`src/rtl/adjust_ctrl.sv`:
```
// Front-panel adjust control: debounces mode/up/down buttons, walks the set-mode FSM
// and emits single-cycle count pulses (with auto-repeat) to the clock/alarm counters.

module adjust_btn #(
  parameter int DB_CYCLES = 16,
  parameter int CNT_W     = 12
) (
  input  logic i_clk,
  input  logic i_rst,
  input  logic i_raw,
  output logic o_lvl,
  output logic o_evt
);
  logic             r_s1, r_s2, r_lvl, r_lvl_d, r_evt;
  logic [CNT_W-1:0] r_cnt;

  always_ff @(posedge i_clk or negedge i_rst) begin
    if (!i_rst) begin
      r_s1    <= 1'b0;
      r_s2    <= 1'b0;
      r_lvl   <= 1'b0;
      r_lvl_d <= 1'b0;
      r_evt   <= 1'b0;
      r_cnt   <= '0;
    end else begin
      r_s1    <= i_raw;
      r_s2    <= r_s1;
      r_lvl_d <= r_lvl;
      r_evt   <= r_lvl & ~r_lvl_d;
      // level flips only after DB_CYCLES consecutive disagreeing samples
      if (r_s2 == r_lvl) r_cnt <= '0;
      else if (r_cnt == CNT_W'(DB_CYCLES)) begin
        r_lvl <= ~r_lvl;
        r_cnt <= '0;
      end else r_cnt <= r_cnt + CNT_W'(1);
    end
  end

  assign o_lvl = r_lvl;
  assign o_evt = r_evt;
endmodule

module adjust_ctrl #(
  parameter int DB_CYCLES     = 16,
  parameter int HOLD_CYCLES   = 1000,
  parameter int REPEAT_CYCLES = 250,
  parameter int CNT_W         = 12
) (
  input  logic       i_clk,
  input  logic       i_rst,
  input  logic       i_btn_mode,
  input  logic       i_btn_up,
  input  logic       i_btn_down,
  output logic       o_run_en,
  output logic [3:0] o_tgt,
  output logic       o_adj_up,
  output logic       o_adj_down,
  output logic [2:0] o_state
);
  typedef enum logic [2:0] {
    RUN = 3'd0, SET_HR = 3'd1, SET_MIN = 3'd2, SET_AHR = 3'd3, SET_AMIN = 3'd4
  } state_t;

  logic [2:0] w_raw, w_lvl, w_evt;
  assign w_raw = {i_btn_down, i_btn_up, i_btn_mode};

  for (genvar b = 0; b < 3; b++) begin : g_btn
    adjust_btn #(.DB_CYCLES(DB_CYCLES), .CNT_W(CNT_W)) u_btn (
      .i_clk (i_clk),
      .i_rst (i_rst),
      .i_raw (w_raw[b]),
      .o_lvl (w_lvl[b]),
      .o_evt (w_evt[b])
    );
  end

  // index 0 = up, 1 = down
  logic       w_mode_evt, w_both;
  logic [1:0] w_dir_lvl, w_dir_evt;
  assign w_mode_evt = w_evt[0];
  assign w_dir_lvl  = w_lvl[2:1];
  assign w_dir_evt  = w_evt[2:1];
  assign w_both     = &w_dir_lvl;

  state_t                 r_state, w_nxt;
  logic                   r_run_en;
  logic [3:0]             r_tgt, w_nxt_tgt;
  logic [1:0]             r_adj, r_arm, r_rep;
  logic [1:0][CNT_W-1:0]  r_hcnt;

  always_comb begin
    w_nxt     = RUN;
    w_nxt_tgt = 4'b0000;
    case (r_state)
      RUN:      begin w_nxt = SET_HR;   w_nxt_tgt = 4'b0001; end
      SET_HR:   begin w_nxt = SET_MIN;  w_nxt_tgt = 4'b0010; end
      SET_MIN:  begin w_nxt = SET_AHR;  w_nxt_tgt = 4'b0100; end
      SET_AHR:  begin w_nxt = SET_AMIN; w_nxt_tgt = 4'b1000; end
      default:  begin w_nxt = RUN;      w_nxt_tgt = 4'b0000; end
    endcase
  end

  always_ff @(posedge i_clk or negedge i_rst) begin
    if (!i_rst) begin
      r_state  <= RUN;
      r_run_en <= 1'b1;
      r_tgt    <= 4'b0000;
      r_adj    <= '0;
      r_arm    <= '0;
      r_rep    <= '0;
      r_hcnt   <= '0;
    end else begin
      r_adj <= '0;
      if (w_mode_evt) begin
        // mode wins over a coincident up/down event; a held key must be re-pressed
        r_state  <= w_nxt;
        r_tgt    <= w_nxt_tgt;
        r_run_en <= (w_nxt == RUN);
        r_arm    <= '0;
        r_rep    <= '0;
        r_hcnt   <= '0;
      end else if (r_state == RUN || w_both) begin
        r_arm  <= '0;
        r_rep  <= '0;
        r_hcnt <= '0;
      end else begin
        for (int d = 0; d < 2; d++) begin
          if (!w_dir_lvl[d]) begin
            r_arm[d]  <= 1'b0;
            r_rep[d]  <= 1'b0;
            r_hcnt[d] <= '0;
          end else if (w_dir_evt[d]) begin
            r_adj[d]  <= 1'b1;
            r_arm[d]  <= 1'b1;
            r_rep[d]  <= 1'b0;
            r_hcnt[d] <= '0;
          end else if (r_arm[d]) begin
            // first repeat after HOLD_CYCLES, then every REPEAT_CYCLES
            if (r_hcnt[d] == (r_rep[d] ? CNT_W'(REPEAT_CYCLES - 1) : CNT_W'(HOLD_CYCLES - 1))) begin
              r_adj[d]  <= 1'b1;
              r_rep[d]  <= 1'b1;
              r_hcnt[d] <= '0;
            end else r_hcnt[d] <= r_hcnt[d] + CNT_W'(1);
          end
        end
      end
    end
  end

  assign o_state    = r_state;
  assign o_run_en   = r_run_en;
  assign o_tgt      = r_tgt;
  assign o_adj_up   = r_adj[0];
  assign o_adj_down = r_adj[1];
endmodule

```
`config.mk`:
```
export PLATFORM = sky130hd
export DESIGN_NAME = adjust_ctrl
export DESIGN_NICKNAME = d
export VERILOG_FILES = /design/src/rtl/adjust_ctrl.sv
export SDC_FILE = /design/constraint.sdc
export NUM_CORES = 1
export LEC_CHECK = 0
export CORE_ASPECT_RATIO = 0.6
export CORE_UTILIZATION = 30
export DETAILED_ROUTE_END_ITERATION = 10
export DONT_BUFFER_PORTS = 1
export MAX_ROUTING_LAYER = met4
export PLACE_DENSITY = 0.42
export SLEW_MARGIN = 5
export SYNTH_ARGS = -nofsm -noshare
export SYNTH_HDL_FRONTEND = slang
export SYNTH_SLANG_ARGS = --single-unit
```
`constraint.sdc`:
```
create_clock -name i_clk -period 1.57 [get_ports i_clk]
set_clock_uncertainty 0.1 [all_clocks]
set_input_delay 0.2355 -clock i_clk [delete_from_list [all_inputs] [get_ports i_clk]]
set_output_delay 0.2355 -clock i_clk [all_outputs]
set_load 0.02 [all_outputs]
```
Yosys cells after proc, flatten, opt, wreduce, memory -nomap -nowiden
Index checks and enable logic that the tools add are counted.

word-level totals
  output and inout bits = 10
  bits in registers = 89
  input port bits = 5
  bits in read-only memories = 0
  memories kept = 0
  latch bits = 0
  memory bits (writable) = 0

operators by class
  bitwise gates (word level) = 12
  mux-type cells = 46
  equal/unequal tests = 17
  shift operators = 0
  divide/modulo/power cells = 0
  add/sub/neg operators = 5
  order comparisons = 0
  reduce and logical (&&, ||, !) cells = 9
  $mul = 0

operators with widths
  kind                                                  number
  two-way mux 12 bit                                    14
  adder 12 x 1 -> 12 bit, second input constant         5
  two-way mux 24 bit                                    2
  equality test 12 x 5 -> 1 bit, second input constant  3
  equality test 12 x 10 -> 1 bit                        2
  two-way mux 1 bit                                     20
  two-way mux 10 bit                                    2
  inequality test 5 bit, second input constant          4
  one-hot mux 4 bit (4 select lines)                    1
  two-way mux 2 bit                                     6
  one-hot mux 3 bit (4 select lines)                    1
  AND reduction 2 bit                                   6
  NOT 1 bit                                             9
  inequality test 4 bit, second input constant          2
  equality test 3 x 2 -> 1 bit, second input constant   2
  zero test 3 bit                                       2
  AND 1 bit                                             3
  equality test 1 bit                                   3
  equality test 3 x 1 -> 1 bit, second input constant   1
  logical OR 1 bit                                      1

Depth between registers and ports, before layout
  word-level depth = 8
  mapped depth = 7
  gate-level depth less buffers = 6

Cells and area by module
A second synthesis with hierarchy kept.

unflattened totals
  cells, all modules = 404
  area total of the unflattened synthesis = 4159.0 sq um

by module, submodules not included
  module       seq. area each (sq um)  cells an instance  times used  area an instance (sq um)
  adjust_btn   425.4                   70                 3           763.2
  adjust_ctrl  927.1                   194                1           1869.3

Worst setup path after synthesis
Ideal clock, no wire load.

  kind = register -> register
  from = register g_btn[2].u_btn.r_cnt[10]
  to = register g_btn[2].u_btn.r_lvl
  period minus slack after synthesis = 1698 ps
  path buffers = 0
  slack = -128 ps
  data required time = 1345 ps
  stages on the path, launching flop included = 5
  arrival = 1473 ps
  cells stage by stage = dfrtp_1 > nor4_1 > nand4_1 > or4_4 > mux2_4

between the ends
  longest elaborated chain between the ends = 2

RTL lines
  item                           line  source
  from (decl)                    15    logic [CNT_W-1:0] r_cnt;
  from (signal assigned)         35    end else r_cnt <= r_cnt + CNT_W'(1);
  equality test 12 x 5 -> 1 bit  32    else if (r_cnt == CNT_W'(DB_CYCLES)) begin
  AND reduction 2 bit (no line)  -
  to (signal assigned)           33    r_lvl <= ~r_lvl;
  to (decl)                      14    logic r_s1, r_s2, r_lvl, r_lvl_d, r_evt;

No other way between the ends.
A chain may end at the register's enable or synchronous reset.

Worst setup path after layout
  from = register g_btn[2].u_btn.r_cnt[5]
  to = register g_btn[2].u_btn.r_lvl

The elaborated chain is that of the path after synthesis.

==> metrics.md <==
| Metric | Value |
|---|---|
| Fin util | `42.5%` |
| Ys async rst share | `100%` |
| TritonRoute pass-1 iters | `4` |
| Flops & latches, synth | `88` |
| Vias per cell | `4.63` |
| Most common cell in the netlist | `dfrtp_1` |
| Hold Fails Final Rpt | `88` |
| Reg2Reg Depth | `4` |
| Initial drt markers | `144` |
| Num CTS Buffers | `9` |
| Synth top area cells | `dfrtp_1 52%, xor2_1 5.4%, nor2_1 4.2%, nand2_1 3.7%, nand3_1 3.1%` |
| P_leak | `0.00249 µW` |
| I/O pin count | `15` |
| CP Max Fanout | `3` |
| Largest net degree at the start of global routing | `89` |
| Post-Synthesis Cells | `400` |
| Maximum root-to-sink buffer count | `2` |
| Nets | `512` |
| WHS | `-510 ps` |
| Die W | `155 µm` |
| Post-synthesis sequential area ratio | `52.4%` |
| Period utilization | `113%` |
| CP bufs+invs | `0` |
| EDFF count, synth | `0` |
| Relative slew margins | `66.8%` |
| Antenna cells | `0` |
| Clock slew at reported path FFs | `70 ps` |
| CP delay by family, top | `simple AND/OR/NAND/NOR gates` |
| Top_reg_cell synth | `dfrtp_1` |
| Placed wire-length estimate | `6620 µm` |
| Largest stage delay, worst path | `460 ps` |
| Violated checks | `negative hold slack, negative setup slack` |
| P&R area growth vs syn | `38.1%` |
| First-pass GRT wire length | `16,300 µm` |
| Worst EP arrival | `1880 ps` |
| Syn Std Cell Area | `4210 µm²` |
| Routed WL | `9780 µm` |
| Most frequent cells after synthesis | `87 x dfrtp_1, 47 x nor2_1, 42 x nand2_1, 26 x nand3_1, 26 x xor2_1` |
| Vias in the first global route | `3,146` |
| Core area | `13,700 µm²` |
| Die area | `14,500 µm²` |
| Congestion Overflow GR | `0` |
| Status | `finished, violations left` |
| H-tree levels | `3` |
| Critical-path top delay cell | `or4_4` |
| Routability cong. | `0.828` |
| Setup CP Type | `flop to flop` |
| # DRC | `0` |
| Peak supply drop | `0.508 mV` |
| Antenna Nets Post-Route | `0` |
| Finished Layout Cells | `696` |
| Vias | `3,220` |
| HP Class | `input pin to async pin` |
| Yosys warnings | `0` |
| Worst skew pair latency | `340 ps` |
| Crit. End Element | `flop` |
| Final setup fails | `32` |
| Starting Density | `30.8%` |
| Clk sinks | `88` |
| Syn avg cell area | `10.5 µm²` |
| RSZ-0062 raised after global routing | `yes` |
| WL/cell | `14.0 µm` |
| Post-synth top area cell | `dfrtp_1` |
| Fin. max-slew vios | `0` |
| CP cell instances | `nor4_2, nand4_1, or4_4, mux2_4` |
| PortBufs | `0` |
| Startpoint Class | `flop` |
| Post-CTS Hold Fix Bufs | `3` |
| Final setup margin | `-196 ps` |
| Fmax | `566 MHz` |
| Slew @ Worst Pin | `494 ps` |
| Total track usage | `14.9%` |
| Crit path depth | `4` |
| Cell row count | `33` |
| Fin crit period | `1770 ps` |
| Max cap viols | `0` |
| CTS root buf | `clkbuf_16` |
| Req. time, crit path | `1690 ps` |
| Initial antenna violation count | `0` |
| Placed Instances | `662` |
| Layout cell share with drive strength beyond 1 | `38.1%` |
| Syn Nets | `413` |
| Yosys cell types | `55` |
| PD cells | `826 nW/µm²` |
| CTS tree | `done` |
| Post-synth top area share | `51.7%` |
| Die H | `93.7 µm` |
## where the power goes
group	internal [µW]	switching [µW]	leakage [µW]
Combinational	66.9	54.9	0.00113
Clock	1450	916	0.000163
Sequential	2290	22.5	0.00119
## routing by layer
layer  track usage, %  part of all wire [%]  up-vias  wire length [µm]
met3             3.78                   3.5        6               342
li1                 -                     -     1599                 -
met5                -                     0        -                 0
met4             3.71                  0.53        0                52
met1             22.7                    56     1567              5490
met2             19.0                    40       48              3890
## cells in the final DEF (no fill, tap or decap), types with 5 or more instances in the layout
cell type,Yosys,final
buf_4,2,81
dfrtp_1,87,80
nor2_1,47,44
nand2_1,42,35
xor2_1,26,26
nand3_1,26,19
xnor2_1,14,14
inv_1,13,13
buf_6,2,11
nand4_1,9,9
and3_1,13,9
clkbuf_16,0,9
nand2_2,1,8
nor3_2,3,7
dfrtp_2,0,7
nand3_2,0,6
and4_1,7,5
a31oi_1,6,5
a21oi_1,5,5
mux2_2,5,5
## per-stage QoR
stage	worst slack [ps]	area, µm²	setup TNS, ps	power, µW
finish	-196	5810	-3930	4800
global route	-303	5810	-7190	4990
CTS	-185	5540	-3470	4860
detailed placement	-304	5040	-5110	2470
global placement	-199	5040	-4900	2470
floorplan	-114	4240	-1630	2410
## flip-flops by register name, indices dropped and copies added, names as in the netlist
name / count
g_btn.u_btn.r_cnt: 36
g_btn.u_btn.o_evt: 3
o_run_en: 1
r_adj: 2
g_btn.u_btn.o_lvl: 3
g_btn.u_btn.r_s2: 3
r_rep: 2
g_btn.u_btn.r_s1: 3
g_btn.u_btn.r_lvl_d: 3
o_tgt: 3
o_state: 3
r_hcnt: 24
r_arm: 2
## final timing paths
| path | start | to | slack [ps] |
|---|---|---|---|
| max | g_btn[2].u_btn.r_cnt[5]$_DFF_PN0_ | g_btn[2].u_btn.o_lvl$_DFFE_PN0P_ | -200 |
| max reg2reg | g_btn[2].u_btn.r_cnt[5]$_DFF_PN0_ | g_btn[2].u_btn.o_lvl$_DFFE_PN0P_ | -200 |
| min | i_rst | r_hcnt[6]$_DFFE_PN0P_ | -510 |
| min in group i_clk | g_btn[0].u_btn.r_s1$_DFF_PN0_ | g_btn[0].u_btn.r_s2$_DFF_PN0_ | 250 |
| max in group asynchronous | i_rst | o_run_en$_DFFE_PN1P_ | 1700 |
| min reg2reg | g_btn[0].u_btn.r_s1$_DFF_PN0_ | g_btn[0].u_btn.r_s2$_DFF_PN0_ | 250 |
## worst register-to-register path: stages (launching register included)
cell and delay (ps):
dfrtp_1 410, nor4_2 260, nand4_1 100, or4_4 460, mux2_4 310
## area by class of cell
class	instances	area, µm²
Fill cell	1312	7860
Clock inverter	6	91.3
Multi-Input combinational cell	290	2180
Inverter	13	48.8
Clock buffer	10	239
Sequential cell	88	2210
Tap cell	192	240
Timing Repair Buffer	97	802
## repair_timing
| action | 4_1_cts | 5_1_grt |
|---|---|---|
| hold endpoints to repair | 91 | 88 |
| pin swaps | 11 | 34 |
| endpoints found under the setup margin | 41 | 64 |
| gates resized for setup | 22 | 52 |
| cloned | 1 | 0 |
| buffers inserted | 8 | 8 |
## cells by family (layout without fill, tap and decap cells)
family          Yosys count  after routing  share of synthesized area [%]
compound gates           37             38                           6.16
flops                    88             88                           52.4
simple gates            196            196                           26.0
xor+xnor                 40             40                           8.33
fa+ha+maj                 8              8                           2.38
buf+inv                  23            126                           2.62
mux                       8              8                           2.17
(Power assumes the default switching activity.)
